`src/rtl/bcd_cuenta_regresiva.sv`:
```
// Multi-digit BCD countdown timer: chained mod-10 digits that decrement with
// borrow propagation, load a BCD preset and pulse fin on reaching zero.
module bcd_cuenta_regresiva #(
    parameter int DIGITS = 4
) (
    input  logic                  clk,
    input  logic                  rst,
    input  logic                  cargar,
    input  logic [4*DIGITS-1:0]   valor,
    input  logic                  iniciar,
    input  logic                  pausar,
    input  logic                  decremento,
    output logic [4*DIGITS-1:0]   cuenta,
    output logic                  activo,
    output logic                  fin,
    output logic                  error_carga
);

    localparam int W = 4 * DIGITS;

    typedef enum logic [1:0] {
        REPOSO    = 2'd0,
        CORRIENDO = 2'd1,
        PAUSA     = 2'd2,
        FIN       = 2'd3
    } estado_t;

    estado_t        estado_r;
    logic [W-1:0]   cuenta_r;
    logic           activo_r;
    logic           fin_r;
    logic           error_carga_r;

    logic [W-1:0]   cuenta_dec_s;
    logic           valor_valido_s;
    logic           cuenta_cero_s;
    logic           dec_cero_s;

    // True when every nibble is a legal BCD digit (0..9).
    function automatic logic bcd_valido(input logic [W-1:0] v);
        logic ok;
        ok = 1'b1;
        for (int i = 0; i < DIGITS; i++) begin
            if (v[4*i +: 4] > 4'd9) begin
                ok = 1'b0;
            end else begin
                ok = ok;
            end
        end
        return ok;
    endfunction

    // Subtract one: a zero digit under borrow becomes 9 and passes the borrow on.
    function automatic logic [W-1:0] bcd_decrementar(input logic [W-1:0] v);
        logic [W-1:0] r;
        logic         borrow;
        logic [3:0]   d;
        r      = v;
        borrow = 1'b1;
        for (int i = 0; i < DIGITS; i++) begin
            d = v[4*i +: 4];
            if (borrow) begin
                if (d == 4'd0) begin
                    r[4*i +: 4] = 4'd9;
                end else begin
                    r[4*i +: 4] = d - 4'd1;
                    borrow      = 1'b0;
                end
            end else begin
                r[4*i +: 4] = d;
            end
        end
        return r;
    endfunction

    // Combinational helpers: decremented count and zero/validity flags.
    always_comb begin
        cuenta_dec_s   = bcd_decrementar(cuenta_r);
        valor_valido_s = bcd_valido(valor);
        cuenta_cero_s  = (cuenta_r == {W{1'b0}});
        dec_cero_s     = (cuenta_dec_s == {W{1'b0}});
    end

    // Control FSM with registered count and status outputs.
    always_ff @(posedge clk or posedge rst) begin
        if (rst) begin
            estado_r      <= REPOSO;
            cuenta_r      <= {W{1'b0}};
            activo_r      <= 1'b0;
            fin_r         <= 1'b0;
            error_carga_r <= 1'b0;
        end else begin
            fin_r         <= 1'b0;
            error_carga_r <= 1'b0;
            if (cargar) begin
                // A rejected load leaves count and state untouched.
                if (valor_valido_s) begin
                    cuenta_r <= valor;
                    estado_r <= REPOSO;
                    activo_r <= 1'b0;
                end else begin
                    error_carga_r <= 1'b1;
                end
            end else begin
                case (estado_r)
                    REPOSO, PAUSA: begin
                        if (!pausar && iniciar && !cuenta_cero_s) begin
                            estado_r <= CORRIENDO;
                            activo_r <= 1'b1;
                        end else begin
                            activo_r <= 1'b0;
                        end
                    end
                    CORRIENDO: begin
                        if (pausar) begin
                            estado_r <= PAUSA;
                            activo_r <= 1'b0;
                        end else if (decremento) begin
                            cuenta_r <= cuenta_dec_s;
                            if (dec_cero_s) begin
                                estado_r <= FIN;
                                activo_r <= 1'b0;
                                fin_r    <= 1'b1;
                            end else begin
                                activo_r <= 1'b1;
                            end
                        end else begin
                            activo_r <= 1'b1;
                        end
                    end
                    FIN: begin
                        cuenta_r <= {W{1'b0}};
                        activo_r <= 1'b0;
                    end
                    default: begin
                        estado_r <= REPOSO;
                        activo_r <= 1'b0;
                    end
                endcase
            end
        end
    end

    assign cuenta      = cuenta_r;
    assign activo      = activo_r;
    assign fin         = fin_r;
    assign error_carga = error_carga_r;

endmodule

```
`config.mk`:
```
export PLATFORM = sky130hd
export DESIGN_NAME = bcd_cuenta_regresiva
export DESIGN_NICKNAME = d
export VERILOG_FILES = /design/src/rtl/bcd_cuenta_regresiva.sv
export SDC_FILE = /design/constraint.sdc
export NUM_CORES = 1
export LEC_CHECK = 0
export ABC_CLOCK_PERIOD_IN_PS = 2300
export CAP_MARGIN = 25
export CORE_ASPECT_RATIO = 0.9
export CORE_UTILIZATION = 47
export CTS_CLUSTER_SIZE = 30
export DETAILED_ROUTE_END_ITERATION = 12
export PLACE_DENSITY = 0.78
export SYNTH_ARGS = -nofsm -noshare
export SYNTH_HDL_FRONTEND = slang
export SYNTH_SLANG_ARGS = --single-unit
```
`constraint.sdc`:
```
create_clock -name clk -period 2.3 [get_ports clk]
set_input_delay 0.69 -clock clk [delete_from_list [all_inputs] [get_ports clk]]
set_output_delay 0.69 -clock clk [all_outputs]
set_load 0.01 [all_outputs]
```
==> results.toml <==
[run_status]
status = "completed"

[global_routing]
antenna_found_initial = 0
grt_max_degree = 23
grt_overflow = 0
grt_pass1_vias = 1342
grt_use_total_pct = 25.3
grt_pass1_wl_mm = 5.94

[power]
ir_drop_mv = 0.476
p_per_area_nw_per_um2 = 806
total_power_mw = 1.58
p_leak_nw = 0.797

[floorplan]
pin_count = 41
floorplan.initialDensity_pct = 49.9
core_sq_um = 2750
rows = 18
die_h_um = 53.2
die_w_um = 58.9
dieArea_sq_um = 3140

[sta]
finClkSkew_ns = 0.0115
fin_crit_sh_pct = 96.0
hold_violations = 0
setup_viol = 0
grt_setup_unrepaired = "no"
drv_slew = 0
period_needed_ns = 2.21
max_slew_margin_pct = 69.4
tightest_slew_ns = 0.457
fmax_ghz = 0.453

[min_path]
hp-class = "reg -> reg"

[critical_path]
path_cells = "clkdlybuf4s50_1"
path_class = "reg -> out"
cp.required_ns = 1.61
worst-path-max-fanout = 11
crit_path_end_kind = "primary output"
r2r_slack_ns = 0.19
critPathMaxStageDelay_ns = 0.62
critPathLaunchType = "flop"
critPathBufInv = 1
slowest_stage = "clkdlybuf4s50_1"
arrival_ns = 1.52
path_delay_family = "buffers and inverters"

[yosys]
netlist_area_sq_um = 1370
ys_seq_elements = 21
synthDistinctLibCells = 44
synth-edff-count = 0
synth_nets = 185
avgSynthCellArea_sq_um = 8.56
syn_inst = 160
yosysSeqAreaShare_pct = 38.4
synth_ff_type = "dfrtp_1"
yosysWarnings = 0
async_flop_share_pct = 100

[clocking]
root_buffer = "clkbuf_4"
path_clk_slew_ns = 0.13
cts_sinks = 21
cts_setup_buffers = 0
tritoncts = "yes"
ctsLongestPathBuffers = 2
cts-resized-gates = 0
cts-hold-fix-buffers = 0
insertion_delay_ns = 0.32
htree_levels = 1
cts_inserted_buffers = 3

[routing]
wl_per_cell_um = 15.1
drtIter0Drc = 64
num_vias = 1501
ant_nets = 0
via_per_inst = 5.89
drc = 0
drt_first_pass_iters = 4
routed_wirelength_mm = 3.85

[layout]
nets = 241
stdcell_count = 255
antenna_cells = 0
n_fill_cell = 237
drive_gt1_share_pct = 14.0
final_cell_mix = "clkdlybuf4s50_1 (40), o21ai_1 (24), dfrtp_1 (21)"
utilization_pct = 71.3
final_common_cell = "clkdlybuf4s50_1"
syn2layout_area_growth_pct = 43.0

[placed_design]
gp_congestion = 0.889
io_buffer_count = 40
hpwlAfterDp_mm = 2.89
dp.cells = 251

[job]
maxCapViolations = 0
## cell families (layout without fill, tap and decap cells)
kind of cell	Yosys count	in the layout	synth area share, %
buffers and inverters	14	69	3.93
AO/OA/AOI/OAI	70	70	31.2
flip-flops	21	21	38.4
multiplexers	2	2	1.55
adder cells (fa/ha/maj)	3	3	2.74
AND/OR/NAND/NOR	50	50	22.2
## cell usage after synthesis, types with 3 or more instances
cell type	n	area, sq um
a21oi_1	16	80.1
a32oi_1	4	35.0
clkbuf_1	6	22.5
dfrtp_1	21	526
ha_1	3	37.5
inv_1	6	22.5
nand2_1	8	30.0
nor2_1	14	52.6
nor3_1	6	30.0
o21a_1	3	22.5
o21ai_0	7	35.0
o21ai_1	24	120
## worst paths after layout
check,from,endpoint,cells after the start
min in group asynchronous,rst,cuenta[13]$_DFFE_PP0P_,3
max reg2reg,cuenta[1]$_DFFE_PP0P_,cuenta[8]$_DFFE_PP0P_,7
max,cuenta[5]$_DFFE_PP0P_,cuenta[5],1
min,cuenta[15]$_DFFE_PP0P_,cuenta[15]$_DFFE_PP0P_,2
max in group asynchronous,rst,cuenta[6]$_DFFE_PP0P_,3
min reg2reg,cuenta[15]$_DFFE_PP0P_,cuenta[15]$_DFFE_PP0P_,2
## per-layer routing
layer	GRT usage (%)	vias up	wire length, um	part of all wire, %
met5	0	-	0	0
met4	3.57	0	11	0.29
met3	5.38	2	226	5.9
met2	44.9	61	1900	49
met1	32.3	720	1710	45
li1	-	718	-	-
## registers in the layout (all words and copies together), names as in the netlist
| signal | cells |
|---|---|
| activo | 1 |
| estado_r | 2 |
| cuenta | 16 |
| fin | 1 |
| error_carga | 1 |
## metrics by stage
stage          hold WS [ns]  setup WS, ns  TNS [ns]  area [sq um]
3_3_place_gp          0.536        -0.120     -1.09          1930
3_5_place_dp          0.538        -0.240     -2.04          1930
6_report              0.572        0.0911         0          1960
4_1_cts               0.567        0.0856         0          1960
5_1_grt               0.622        0.0376         0          1960
2_1_floorplan         0.562         0.421         0          1370
## power by group
group / switching (mW) / internal [mW]
Clock: 0.121 / 0.0651
Combinational: 0.359 / 0.392
Sequential: 0.168 / 0.475
## final cells by class
cell class / count / area [sq um] / share of cell area (%)
multi-input combinational: 125 / 795 / 40.5
timing repair buffer: 58 / 536 / 27.3
sequential: 21 / 526 / 26.8
tap: 40 / 50.0 / 2.55
inverter: 7 / 26.3 / 1.34
clock buffer: 3 / 22.5 / 1.15
clock inverter: 1 / 5.00 / 0.255
No activity file was read; power rests on OpenSTA's default activity.
